## config.mk

```make
export PLATFORM = sky130hd
export DESIGN_NAME = alu_cmd_queue
export DESIGN_NICKNAME = d
export VERILOG_FILES = /design/src/rtl/alu_pkg.sv /design/src/rtl/alu_cmd_fifo.sv /design/src/rtl/alu_cmd_queue.sv
export SDC_FILE = /design/constraint.sdc
export NUM_CORES = 1
export LEC_CHECK = 0
export CORE_MARGIN = 2
export CORE_UTILIZATION = 45
export CTS_CLUSTER_DIAMETER = 100
export DETAILED_ROUTE_END_ITERATION = 16
export GPL_TIMING_DRIVEN = 1
export PLACE_DENSITY = 0.64
export SYNTH_ARGS = -nofsm -noshare
export SYNTH_HDL_FRONTEND = slang
export SYNTH_SLANG_ARGS = --single-unit
```

## constraint.sdc

```tcl
create_clock -name clk_i -period 4.5 [get_ports clk_i]
set_clock_uncertainty 0.05 [all_clocks]
set_input_delay 0.675 -clock clk_i [delete_from_list [all_inputs] [get_ports clk_i]]
set_output_delay 0.675 -clock clk_i [all_outputs]
set_load 0.05 [all_outputs]
```

## src/rtl/alu_pkg.sv

```systemverilog
// Shared opcode, width and command definitions for the ALU issue path.
// The issue-time error check lives here so every user classifies commands the same way.
package alu_pkg;

    localparam int ALU_W = 8;

    localparam logic [2:0] OP_ADD = 3'b000;
    localparam logic [2:0] OP_SUB = 3'b001;
    localparam logic [2:0] OP_MUL = 3'b010;
    localparam logic [2:0] OP_DIV = 3'b011;
    localparam logic [2:0] OP_MOD = 3'b100;

    typedef struct packed {
        logic [2:0]       ctrl;
        logic [ALU_W-1:0] data0;
        logic [ALU_W-1:0] data1;
    } alu_cmd_t;

    // A command is in error when it divides by zero or carries an unassigned opcode.
    function automatic logic cmd_is_err(input alu_cmd_t cmd);
        logic err;
        case (cmd.ctrl)
            OP_ADD, OP_SUB, OP_MUL: err = 1'b0;
            OP_DIV, OP_MOD:         err = (cmd.data1 == {ALU_W{1'b0}});
            default:                err = 1'b1;
        endcase
        return err;
    endfunction

endpackage

```

## src/rtl/alu_cmd_fifo.sv

```systemverilog
// Synchronous command FIFO with a registered head entry.
// The head register keeps its last value once the FIFO runs empty.
module alu_cmd_fifo
    import alu_pkg::*;
#(
    parameter int DEPTH = 4,
    localparam int PTR_W = $clog2(DEPTH),
    localparam int CNT_W = $clog2(DEPTH + 1)
) (
    input  logic             clk_i,
    input  logic             rst_i,
    input  logic             push_i,
    input  alu_cmd_t         din_i,
    input  logic             pop_i,
    output alu_cmd_t         head_o,
    output logic             full_o,
    output logic             empty_o,
    output logic [CNT_W-1:0] count_o
);

    alu_cmd_t         mem_r [DEPTH];
    alu_cmd_t         head_r;
    alu_cmd_t         head_nxt_s;
    logic [PTR_W-1:0] rd_ptr_r;
    logic [PTR_W-1:0] wr_ptr_r;
    logic [PTR_W-1:0] rd_nxt_s;
    logic [CNT_W-1:0] count_r;
    logic [CNT_W-1:0] count_nxt_s;
    logic             full_r;
    logic             empty_r;
    logic             push_s;
    logic             pop_s;

    assign push_s  = push_i && !full_r;
    assign pop_s   = pop_i && !empty_r;
    assign head_o  = head_r;
    assign full_o  = full_r;
    assign empty_o = empty_r;
    assign count_o = count_r;

    // Next occupancy, read pointer and head entry; a push into an empty (or draining) FIFO becomes the head directly.
    always_comb begin
        count_nxt_s = count_r;
        rd_nxt_s    = rd_ptr_r;
        head_nxt_s  = head_r;
        if (push_s && !pop_s) begin
            count_nxt_s = count_r + CNT_W'(1);
        end else if (!push_s && pop_s) begin
            count_nxt_s = count_r - CNT_W'(1);
        end else begin
            count_nxt_s = count_r;
        end
        if (pop_s) begin
            rd_nxt_s = rd_ptr_r + PTR_W'(1);
        end else begin
            rd_nxt_s = rd_ptr_r;
        end
        if (count_nxt_s == CNT_W'(0)) begin
            head_nxt_s = head_r;
        end else if ((count_r == CNT_W'(0)) || ((count_r == CNT_W'(1)) && pop_s)) begin
            head_nxt_s = din_i;
        end else begin
            head_nxt_s = mem_r[rd_nxt_s];
        end
    end

    // Pointer, occupancy and head registers.
    always_ff @(posedge clk_i) begin
        if (rst_i) begin
            rd_ptr_r <= {PTR_W{1'b0}};
            wr_ptr_r <= {PTR_W{1'b0}};
            count_r  <= {CNT_W{1'b0}};
            full_r   <= 1'b0;
            empty_r  <= 1'b1;
            head_r   <= '0;
        end else begin
            rd_ptr_r <= rd_nxt_s;
            wr_ptr_r <= push_s ? (wr_ptr_r + PTR_W'(1)) : wr_ptr_r;
            count_r  <= count_nxt_s;
            full_r   <= (count_nxt_s == CNT_W'(DEPTH));
            empty_r  <= (count_nxt_s == CNT_W'(0));
            head_r   <= head_nxt_s;
        end
    end

    // Storage array write port.
    always_ff @(posedge clk_i) begin
        if (push_s) begin
            mem_r[wr_ptr_r] <= din_i;
        end
    end

endmodule

```

## src/rtl/alu_cmd_queue.sv

```systemverilog
// Issue stage for alu_top: queues commands, drives the head into the ALU and registers result/error.
// Optional macro ALU_CMD_QUEUE_STATS_EN adds saturating issue and error counters.
module alu_cmd_queue
    import alu_pkg::*;
#(
    parameter int DEPTH = 4,
    parameter int WIDTH = ALU_W
) (
    input  logic             clk_i,
    input  logic             rst_i,
    input  logic             cmd_valid_i,
    output logic             cmd_ready_o,
    input  logic [2:0]       cmd_ctrl_i,
    input  logic [WIDTH-1:0] cmd_data0_i,
    input  logic [WIDTH-1:0] cmd_data1_i,
    output logic [2:0]       alu_ctrl_o,
    output logic [WIDTH-1:0] alu_data0_o,
    output logic [WIDTH-1:0] alu_data1_o,
    input  logic [WIDTH-1:0] alu_result_i,
    output logic             res_valid_o,
    input  logic             res_ready_i,
    output logic [WIDTH-1:0] res_data_o,
    output logic             res_err_o
`ifdef ALU_CMD_QUEUE_STATS_EN
    ,
    output logic [15:0]      stat_ops_o,
    output logic [15:0]      stat_errs_o
`endif
);

    localparam int CNT_W = $clog2(DEPTH + 1);

    typedef enum logic {S_EMPTY = 1'b0, S_FULL = 1'b1} res_state_t;

    res_state_t       state_r;
    res_state_t       state_nxt_s;
    alu_cmd_t         cmd_in_s;
    alu_cmd_t         head_s;
    logic [CNT_W-1:0] fifo_count_s;
    logic             fifo_full_s;
    logic             fifo_empty_s;
    logic             issue_s;
    logic             head_err_s;
    logic [WIDTH-1:0] res_data_r;
    logic             res_err_r;

    assign cmd_in_s    = '{ctrl: cmd_ctrl_i, data0: cmd_data0_i, data1: cmd_data1_i};
    assign cmd_ready_o = (fifo_count_s != CNT_W'(DEPTH));
    assign alu_ctrl_o  = head_s.ctrl;
    assign alu_data0_o = head_s.data0;
    assign alu_data1_o = head_s.data1;
    assign res_valid_o = (state_r == S_FULL);
    assign res_data_o  = res_data_r;
    assign res_err_o   = res_err_r;
    assign head_err_s  = cmd_is_err(head_s);

    alu_cmd_fifo #(.DEPTH(DEPTH)) u_fifo (
        .clk_i   (clk_i),
        .rst_i   (rst_i),
        .push_i  (cmd_valid_i && !fifo_full_s),
        .din_i   (cmd_in_s),
        .pop_i   (issue_s),
        .head_o  (head_s),
        .full_o  (fifo_full_s),
        .empty_o (fifo_empty_s),
        .count_o (fifo_count_s)
    );

    // Issue decision and output-register next state; a drain and an issue in one cycle keep it FULL.
    always_comb begin
        issue_s     = 1'b0;
        state_nxt_s = state_r;
        if (!fifo_empty_s && ((state_r == S_EMPTY) || res_ready_i)) begin
            issue_s = 1'b1;
        end else begin
            issue_s = 1'b0;
        end
        case (state_r)
            S_EMPTY: state_nxt_s = issue_s ? S_FULL : S_EMPTY;
            S_FULL: begin
                if (issue_s) begin
                    state_nxt_s = S_FULL;
                end else if (res_ready_i) begin
                    state_nxt_s = S_EMPTY;
                end else begin
                    state_nxt_s = S_FULL;
                end
            end
            default: state_nxt_s = S_EMPTY;
        endcase
    end

    // Output register: the ALU result is captured only on issue, and zeroed for erroring commands.
    always_ff @(posedge clk_i) begin
        if (rst_i) begin
            state_r    <= S_EMPTY;
            res_data_r <= {WIDTH{1'b0}};
            res_err_r  <= 1'b0;
        end else begin
            state_r <= state_nxt_s;
            if (issue_s) begin
                res_data_r <= head_err_s ? {WIDTH{1'b0}} : alu_result_i;
                res_err_r  <= head_err_s;
            end else begin
                res_data_r <= res_data_r;
                res_err_r  <= res_err_r;
            end
        end
    end

`ifdef ALU_CMD_QUEUE_STATS_EN
    logic [15:0] stat_ops_r;
    logic [15:0] stat_errs_r;

    assign stat_ops_o  = stat_ops_r;
    assign stat_errs_o = stat_errs_r;

    // Saturating issue and error counters.
    always_ff @(posedge clk_i) begin
        if (rst_i) begin
            stat_ops_r  <= 16'h0000;
            stat_errs_r <= 16'h0000;
        end else if (issue_s) begin
            if (stat_ops_r != 16'hFFFF) begin
                stat_ops_r <= stat_ops_r + 16'd1;
            end
            if (head_err_s && (stat_errs_r != 16'hFFFF)) begin
                stat_errs_r <= stat_errs_r + 16'd1;
            end
        end
    end
`endif

endmodule
```

After elaboration in Yosys (flattened, before gate mapping). Memory sizes are Yosys's and may differ from the RTL's. Cells that the tools add are included.

Bits in registers: 38. RAM bits: 76. Output and inout bits: 30. Memories: 1.

$add $sub $neg: 4. Eq/ne operators: 7. Mux-type cells: 13. Bitwise operators: 1. Reduce and logical (&&, ||, !) cells: 19.

Memories: u_fifo.mem_r (depth 4, width 19, rd ports 1, clocked after Yosys merged registers in 0, wr ports 1, RTL line alu_cmd_fifo.sv:21) `alu_cmd_t mem_r [DEPTH];`.

Operator list (number): $mux 19 (1); $logic_not 3->1 (3); $logic_not 8->1 (1); $mux 8 (1); $logic_and 1x1->1 (7); $eq 3x1->1 const B (2); $eq 3x2->1 const B (2); $eq 3x3->1 const B (2); $mux 1 (6); $mux 3 (2); $add 2x1->2 const B (2); $logic_not 1->1 (4); $pmux 1 s2 (2); $add 3x1->3 const B (1); $ne 3x3->1 const B (1); $reduce_or 3->1 (1); $sub 3x1->3 const B (1); $logic_or 1x1->1 (2); $mux 2 (1); $reduce_or 2->1 (1); $not 1->1 (1).

Logic depth before layout (Yosys ltp). Gate-level depths: netlist (run 1).

Depth in word-level cells: 9. Depth in mapped cells: 8. Depth with buffers taken out: 7.

Hierarchy. Synthesis (run 1) repeated with hierarchy kept, for this count alone.

Cell total of the unflattened synthesis: 439. Area, all modules: 5372.7 um^2.

Modules (own cells, without submodules): alu_cmd_fifo (instances 1, cells each 384, area an instance 4885.9 um^2, sequential area each 2842.7 um^2); alu_cmd_queue (instances 1, cells each 55, area an instance 486.7 um^2, sequential area each 200.2 um^2).

Worst setup path after synthesis (run 1). No wires, ideal clock.

Path type: input-to-reg. From: input port res_ready_i. To: register u_fifo.head_r, in the netlist u_fifo.head_o[15]. Data arrival time: 2.005 ns. Slack: 2.309 ns. Stages: 6. Cell sequence: nand2b_2 > nand2_8 > buf_8 > mux4_2 > a22oi_1 > a311oi_1.

Longest elaborated chain between the ends: 8. Elaborated cells on any way between the ends: 15.

Ends and longest elaborated chain: start, declared (RTL line alu_cmd_queue.sv:21) `input logic res_ready_i,`; $logic_or 1x1->1 (*) (RTL line alu_cmd_queue.sv:73) `if (!fifo_empty_s && ((state_r == S_EMPTY) || res_ready_i)) begin`; $logic_and 1x1->1 (*) (RTL line alu_cmd_queue.sv:73); $mux 1 (*) (RTL line alu_cmd_queue.sv:73); $logic_and 1x1->1 (*) (RTL line alu_cmd_fifo.sv:35) `assign pop_s = pop_i && !empty_r;`; branches (longest 4 deep; another with $mem_v2 4x19); end signal, assigned (RTL line alu_cmd_fifo.sv:82) `head_r <= head_nxt_s;`; end, declared (RTL line alu_cmd_fifo.sv:22) `alu_cmd_t head_r;`.

Every way passes the cells marked *. A chain may end at the register's enable or synchronous reset.

Final worst setup path (run 1).
From: input port cmd_valid_i. To: register u_fifo.head_r, in the netlist u_fifo.head_o[16].

Longest elaborated chain between the ends: 7. Elaborated cells on any way between the ends: 8.

Ends and longest elaborated chain: start, declared (RTL line alu_cmd_queue.sv:11) `input logic cmd_valid_i,`; $logic_and 1x1->1 (*) (RTL line alu_cmd_queue.sv:60) `.push_i (cmd_valid_i && !fifo_full_s),`; $logic_and 1x1->1 (*) (RTL line alu_cmd_fifo.sv:34) `assign push_s = push_i && !full_r;`; $logic_not 1->1 (RTL line alu_cmd_fifo.sv:48) `end else if (!push_s && pop_s) begin`; $logic_and 1x1->1 (RTL line alu_cmd_fifo.sv:48); $mux 3 (RTL line alu_cmd_fifo.sv:48); $mux 3 (*) (RTL line alu_cmd_fifo.sv:46) `if (push_s && !pop_s) begin`; $logic_not 3->1 (*) (RTL line alu_cmd_fifo.sv:58) `if (count_nxt_s == CNT_W'(0)) begin`.

Mark *: on every way between the ends. The rest lies on a longest branch, timed or not.

==> out/metrics.yaml, run 1 <==
syn_area_mm2: 0.005195
first_pass_iters: 4
ant_nets: 0
dp_hpwl_um: 7539
dieHeight_um: 111.4
syn_inst: 356
drive_above_1_share_pct: 19.35
nets: 455
rsz0062_at_grt: "no"
p_per_area_mw_per_mm2: 699.9
via_count: 3412
whs_ps: 406.4
portBuffers: 60
async_reset_ff_share_pct: 0
die_w_um: 111.4
clock_path_buffers: 2
grt_first_pass_wirelength_um: 19070
rows: 39
hold_path_startpoint: "res_data_o[2]$_SDFFE_PP0P_"
finalHoldViolations: 0
post-cts-setup-buffer-count: 0
start_util_pct: 45.89
tns_ps: 0
dieArea_mm2: 0.01242
relSlewSlack_pct: 40.41
antenna_found_initial: 0
ys_ff_latch: 114
detail_route.iter0.violations: 254
hold_class: "flop to flop"
path_clk_slew_ps: 50
worstSetupPathType: "primary input to flop"
ioPinCount: 61
finalSetupViolCount: 0
crit_fanout: 21
clock_sinks: 114
fin_cells: 572
gp_congestion: 0.7617
timing.final.ws_setup_ps: 1422
drc_errors: 0
p_leak_nw: 2.099
max_freq_mhz: 324.9
ys.flop_type: "edfxtp_1"
worst_pin_slew_ps: 892.9
postCtsHoldBufs: 0
cts_buffers: 17
clockRootBuffer: "clkbuf_16"
ys_seq_area_share_pct: 58.57
grt_use_total_pct: 19.98
status: "finished, final reports clean"
ys_types: 42
syn_to_final_growth_pct: 23.89
ctsResizeCount: 0
htree_num_levels: 4
r2r_start: "u_fifo.count_o[0]$_SDFF_PP0_"
startpoint: "cmd_valid_i"
clk_latency_ps: 400
peakVddDrop_mv: 0.3205
period_minus_slack_ps: 3078
placed_cells: 540
post-place-ws_ps: 1058
synth_nets: 395
via_per_inst: 5.965
crit_required_ps: 4730
slew_viol_final: 0
fin_crit_sh_pct: 68.39
layout_commonest_cell: "edfxtp_1"
power_w: 0.004505
synth_edf_count: 76
synth_area_per_cell_um2: 14.59
drt_wl_total_um: 11890
critPathCaptureType: "flop"
grt_pass1_vias: 3503
cap_violations: 0
wire_per_inst_um: 20.79
worstPathArrival_ps: 3310
cts_tree: "yes"
start_kind: "primary input"
layout_common_cells: "edfxtp_1 (76), clkdlybuf4s50_1 (60), nand2_1 (41)"
core-area_mm2: 0.01132
grt_max_degree: 28
diodes: 0
ys_warn_count: 0
grt_overflow: 0
-- power breakdown --
part           internal [W]  switching, W
clock network      0.000747      0.000443
logic              0.000737       0.00111
registers           0.00131      0.000156
total               0.00279       0.00171
-- worst paths after layout --
| kind | endpoint | slack, ps | depth (start not counted) |
|---|---|---|---|
| setup / recovery | u_fifo.head_o[16]$_SDFFE_PP0P_ | 1420 | 6 |
| hold / removal | res_data_o[2]$_SDFFE_PP0P_ | 410 | 2 |
| setup reg to reg | u_fifo.head_o[16]$_SDFFE_PP0P_ | 1820 | 6 |
| hold reg to reg | res_data_o[2]$_SDFFE_PP0P_ | 410 | 2 |
-- synthesized netlist by cell type, types with 3 or more instances --
master / number / area (µm²)
edfxtp_1: 76 / 2282
nor2_1: 9 / 33.78
ha_1: 8 / 100.1
dfxtp_1: 38 / 760.7
nand2_1: 41 / 153.9
nor4_1: 3 / 18.77
nand2b_1: 5 / 31.28
buf_2: 12 / 60.06
buf_4: 3 / 22.52
a22oi_1: 18 / 135.1
xnor2_1: 3 / 26.28
a21oi_1: 11 / 55.05
mux4_2: 37 / 833.3
clkbuf_1: 13 / 48.80
a2111oi_0: 20 / 175.2
nand4_1: 3 / 18.77
nor2b_1: 3 / 18.77
a311oi_1: 19 / 166.4
and2_1: 5 / 31.28
a211oi_1: 4 / 30.03
inv_1: 4 / 15.01
-- through the flow --
stage / util, % / area, µm²
floorplan: - / 5195
finish: 56.85 / 6436
CTS: 56.85 / 6436
global route: 56.85 / 6436
global placement: 52.18 / 5907
detailed placement: 52.18 / 5907
-- final cells by class --
class | instances | area, µm²
Tap cell | 143 | 178.9
Inverter | 6 | 22.52
Sequential cell | 114 | 3044
Clock inverter | 12 | 92.59
Timing Repair Buffer | 70 | 675.6
Clock buffer | 20 | 436.7
Multi-Input combinational cell | 207 | 1986
Fill cell | 912 | 4885
-- kinds of logic (layout without fill, tap and decap cells) --
group           after synthesis  in the layout  share of synthesized area, %
xor+xnor                      4              4                        0.6745
compound gates               80             80                         12.14
fa+ha+maj                     8              8                         1.927
flops                       114            114                         58.57
mux                          37             37                         16.04
buf+inv                      35            108                         3.251
simple gates                 78             78                         7.394
-- critical path: stages --
cell             delay, ps
clkdlybuf4s50_1        490
nor2b_1                500
o21ai_2                180
o22a_1                 440
a211o_1                660
a311oi_1               360
-- registers in the layout, summed over array words and instances (netlist names) --
signal           flops
res_err_o            1
u_fifo.wr_ptr_r      2
u_fifo.head_o       19
res_data_o           8
u_fifo.count_o       3
u_fifo.rd_ptr_r      2
u_fifo.mem_r        76
res_valid_o          1
u_fifo.empty_o       1
u_fifo.full_o        1
-- per-layer routing --
layer | up-vias | global-route usage, % | part of all wire [%]
li1 | 1573 | - | -
met1 | 1746 | 27.37 | 44
met2 | 83 | 31.42 | 50
met3 | 10 | 4.954 | 4.5
met4 | 0 | 7.078 | 1.1
met5 | - | 0 | 0
Note: power is estimated with default switching activity, not from simulation.
==> run 2: changes to the inputs <==
- clock period: 4.5 -> 3.09 ns (I/O delays scaled with it)
==> out/metrics.yaml, run 2 (synthesized netlist as in run 1, its figures left out) <==
cts_buffers: 17  # unchanged
antenna_found_initial: 0  # unchanged
grt_busiest_layer: "met2"
use_met3_pct: 4.790  # -0.16 points
rsz0062_at_grt: "no"
start_kind: "flop"
diodes: 0  # unchanged
regMostFlops: "u_fifo.mem_r"
r2r_start: "u_fifo.count_o[0]$_SDFF_PP0_"
power_w: 0.006826  # +52%
tns_ps: 0  # unchanged
first_pass_iters: 5  # +1
grt_first_pass_wirelength_um: 18550  # -2.7%
drive_above_1_share_pct: 20.14  # +0.79 points
seqPwrFrac_pct: 31.1  # -1.4 points
grt_overflow: 0  # unchanged
worstSetupPathType: "flop to primary output"
clockRootBuffer: "clkbuf_16"
gp_congestion: 0.7672  # +0.72%
period_minus_slack_ps: 2617
rows: 39  # unchanged
cap_violations: 0  # unchanged
status: "finished, final reports clean"
ctsResizeCount: 0  # unchanged
p_per_area_mw_per_mm2: 1042  # +49%
dieHeight_um: 111.4  # unchanged
peakVddDrop_mv: 0.5980  # +87%
detail_route.iter0.violations: 317  # +25%
layout_common_cells: "edfxtp_1 (76), clkdlybuf4s50_1 (60), nand2_1 (41)"
cp_top_family: "buffers and inverters"
finalHoldViolations: 0  # unchanged
via_count: 3516  # +3.0%
crit_chain: "inv_1 -> ha_1 -> nand2_1 -> clkdlybuf4s50_1"
place_area_mm2: 0.005949  # +0.72%
slowest_stage: "clkdlybuf4s50_1"
worst_pin_slew_ps: 907.7  # +14.83 ps
hold_class: "flop to flop"
clk_latency_ps: 410  # about the same
r2r_cells: 6  # unchanged
crit_required_ps: 2580  # -2150 ps
dieArea_mm2: 0.01242  # unchanged
whs_ps: 405.3  # -1.042 ps
clock_sinks: 114  # unchanged
path_buf_inv: 2  # +1
use_met1_pct: 25.13  # -2.2 points
hold_path_startpoint: "res_data_o[6]$_SDFFE_PP0P_"
portBuffers: 60  # unchanged
syn_to_final_growth_pct: 26.04
relSlewSlack_pct: 39.42  # -0.99 points
wire_per_inst_um: 20.62  # -0.82%
core-area_mm2: 0.01132  # unchanged
path_clk_slew_ps: 50  # about the same
clock_power_share_pct: 28.8  # +2.4 points
rrSetupSlack_ps: 520  # -1300 ps
fin_crit_sh_pct: 84.68
intPower_w: 0.004335  # +55%
switching_share_pct: 36.49  # -1.5 points
p_comb_share_pct: 40.1  # -1.0 points
post-cts-setup-buffer-count: 0  # unchanged
start_util_pct: 45.89  # unchanged
post-place-ws_ps: 211.7  # -845.9 ps
ioPinCount: 61  # unchanged
drt_wl_total_um: 11860  # -0.30%
ant_nets: 0  # unchanged
layout_commonest_cell: "edfxtp_1"
postCtsHoldBufs: 0  # unchanged
startpoint: "u_fifo.count_o[0]$_SDFF_PP0_"
min_path_cells: 2  # unchanged
via_per_inst: 6.115  # +2.5%
die_w_um: 111.4  # unchanged
p_leak_nw: 2.155  # +2.7%
grt_pass1_vias: 3375  # -3.7%
grtUsageMet2_pct: 31.46  # +0.041 points
timing.final.ws_setup_ps: 473.3  # -949.1 ps
nets: 459  # +0.88%
grt_use_total_pct: 19.60  # -0.38 points
drc_errors: 0  # unchanged
reg2reg_to: "u_fifo.head_o[10]$_SDFFE_PP0P_"
final_cell_area_mm2: 0.006548  # +1.7%
clock_path_buffers: 2  # unchanged
dp_hpwl_um: 7239  # -4.0%
max_freq_mhz: 382.2
finalSetupViolCount: 0  # unchanged
max_stage_delay_ps: 800  # +140 ps
htree_num_levels: 4  # unchanged
cts_tree: "yes"
critPathCaptureType: "primary output"
grt_max_degree: 39  # +39%
slew_viol_final: 0  # unchanged
switchingPower_w: 0.002490  # +45%
crit_fanout: 6  # -71%
worstPathArrival_ps: 2100  # -1210 ps
whs_endpoint: "res_data_o[6]$_SDFFE_PP0P_"
largest_reg_flops: 76  # unchanged
[run 2: per-stage QoR]
stage	util (%)	instances
2_1_floorplan	-	356
3_3_place_gp	52.55	544
3_5_place_dp	52.55	544
4_1_cts	57.84	575
5_1_grt	57.84	575
6_report	57.84	575
[run 2: worst max path at each step]
stage | end | slack [ps] | depth (start not counted)
floorplan | u_fifo.head_o[15]$_SDFFE_PP0P_ | 950 | 6
global placement | u_fifo.head_o[18]$_SDFFE_PP0P_ | 300 | 6
detailed placement | u_fifo.head_o[16]$_SDFFE_PP0P_ | 210 | 6
CTS | cmd_ready_o | 470 | 4
global route | u_fifo.head_o[10]$_SDFFE_PP0P_ | 370 | 6
finish | cmd_ready_o | 470 | 4
[run 2: worst reg2reg max path: stages, from the launching register on]
cell	delay [ps]
dfxtp_1	450
inv_1	130
ha_1	350
nand2b_1	160
o22a_1	330
a211o_1	630
a311oi_1	360
[run 2: final cells by class]
class / count / area (µm²)
tap: 143 / 178.9
fill: 900 / 4773
timing repair buffer: 74 / 718.2
inverter: 6 / 22.52
multi-input combinational: 207 / 1986
sequential: 114 / 3044
clock inverter: 12 / 165.2
clock buffer: 19 / 432.9
[run 2: power groups by stage]
stage | combinational [W] | sequential, W | clock, W
3_3_place_gp | 0.00270 | 0.00214 | 0
3_5_place_dp | 0.00274 | 0.00215 | 0
2_1_floorplan | 0.00162 | 0.00251 | 0
4_1_cts | 0.00275 | 0.00212 | 0.00199
6_report | 0.00274 | 0.00212 | 0.00196
5_1_grt | 0.00293 | 0.00215 | 0.00207
[run 2: layer usage]
layer,vias to the layer above,part of all wire [%]
li1,1579,-
met3,24,6.3
met4,0,2.6
met5,-,0
met2,142,49
met1,1771,42
==> RTL change (config.mk and constraints of run 2) <==
Add a define of `ALU_CMD_QUEUE_STATS_EN`.
--- a/src/rtl/alu_cmd_queue.sv
+++ b/src/rtl/alu_cmd_queue.sv
@@ -1,5 +1,7 @@
 // Issue stage for alu_top: queues commands, drives the head into the ALU and registers result/error.
 // Optional macro ALU_CMD_QUEUE_STATS_EN adds saturating issue and error counters.
+`define ALU_CMD_QUEUE_STATS_EN
+
 module alu_cmd_queue
     import alu_pkg::*;
 #(
Formal check against the unedited RTL (old outputs only; new: stat_errs_o and stat_ops_o): equivalent (equiv_simple and equiv_induct, registers matched by name and starting in step).
==> RTL change against run 2 <==
- core utilization is 1.0 points lower
- largest power group unchanged
- design area rose by 36%
- largest cell class unchanged
- synthesized cell count is 90% higher
- sequential cell count up 32
- worst setup slack improved by 0.0067 ns
- power increased by 5.8%
- critical endpoint unchanged
- routed wire length is 48% higher
- synthesized area up 38%
==> RTL change: results (changes against run 2) <==
[global_routing]
grt_pass1_wl_um=27800  ; +50%
grtUsageMet1_pct=28.5  ; +3.3 points
grt_usage_pct=21.4  ; +1.8 points
grtUsageMet2_pct=34.1  ; +2.7 points
grtUsageMet3_pct=4.22  ; -0.57 points
grt_pass1_vias=5502  ; +63%

[place]
gp_congestion=0.809  ; +5.4%
dp_hpwl_um=11300  ; +56%
numPortBuffers=92  ; +53%

[logic_synthesis]
synth_nets=718  ; +82%
synth.distinct_cells=50  ; +19%
seq_area_frac_synth_pct=51.4  ; -7.2 points
yosys-top-cells-count=76 x edfxtp_1, 70 x dfxtp_1, 66 x nor2_1
synthXorXnorAreaFrac_pct=1.59  ; +0.91 points
synth_area_leaders=edfxtp_1 32%, dfxtp_1 20%, mux4_2 6.0%, mux2i_1 5.6%, nor2_1 3.5%
synthAdderAreaFrac_pct=1.75  ; -0.18 points

[drt]
vias_per_cell=5.67  ; -7.2%
wl_met3_um=764  ; +1.7%
drt-met1-wl_um=7690  ; +56%
routed_wl_um=17500  ; +48%
first_iter_violations=328  ; +3.5%

[setup_path]
worst_r2r_endpoint=stat_errs_o[10]
cp_max_fo=7  ; +1
r2r_slack_ns=0.54  ; +0.02 ns
regToRegStartpoint=u_fifo.head_o[7]

[power_and_ir_drop]
leakage_nw=3.02  ; +40%

[hold_path]
hold_start=res_data_o[3]
hold_path_end=res_data_o[3]

[sta]
tightest_slew_ns=0.734  ; -0.173 ns

[outcome]
status=complete, no violations

[cells_and_area]
finalNetCount=805  ; +75%

## RTL change: worst reg2reg max path: stages, from the launching register on
cell,delay (ns)
dfxtp_1,0.34
nor4_1,0.59
o211ai_1,0.31
a211oi_1,0.57
or4b_1,0.48
a21oi_1,0.14
## RTL change: cells by family (layout without fill, tap and decap cells)
group	after synthesis	after routing
and+or+nand+nor	259	259
DFF	146	146
AOI/OAI and AO/OA	120	120
muxes	65	65
buffers and inverters	64	164
xor gates and xnor gates	13	13
adders and majority gates	10	10
## RTL change: per-stage QoR
stage | worst slack (ns) | instances | hold WS (ns) | utilization [%] | area, µm²
after floorplan | 0.807 | 677 | 0.419 | - | 7170
after global placement | 0.366 | 961 | 0.394 | 53.4 | 8390
after detailed placement | 0.298 | 961 | 0.400 | 53.4 | 8390
after CTS | 0.460 | 993 | 0.405 | 56.8 | 8930
after global routing | 0.313 | 993 | 0.422 | 56.8 | 8930
final | 0.480 | 993 | 0.403 | 56.8 | 8930
## RTL change: area by class of cell
cell class	count	area share, %
flip-flops and latches	146	41.3
multi-input cells	467	35.8
repair buffers	122	13.5
clock buffers	27	5.74
well taps	216	3.03
inverters	10	0.420
clock inverters	5	0.280
## RTL change: worst max-delay path by stage
stage	start	to	slack [ns]
floorplan	stat_errs_o[4]	stat_errs_o[11]	0.81
global placement	res_ready_i	u_fifo.head_o[13]	0.37
detailed placement	res_ready_i	u_fifo.head_o[11]	0.30
CTS	u_fifo.count_o[0]	cmd_ready_o	0.46
global route	u_fifo.head_o[7]	stat_errs_o[10]	0.31
finish	u_fifo.count_o[0]	cmd_ready_o	0.48
## RTL change: power by group
part / internal (mW) / switching (mW)
logic: 1.15 / 1.70
registers: 2.30 / 0.199
clock network: 1.13 / 0.746
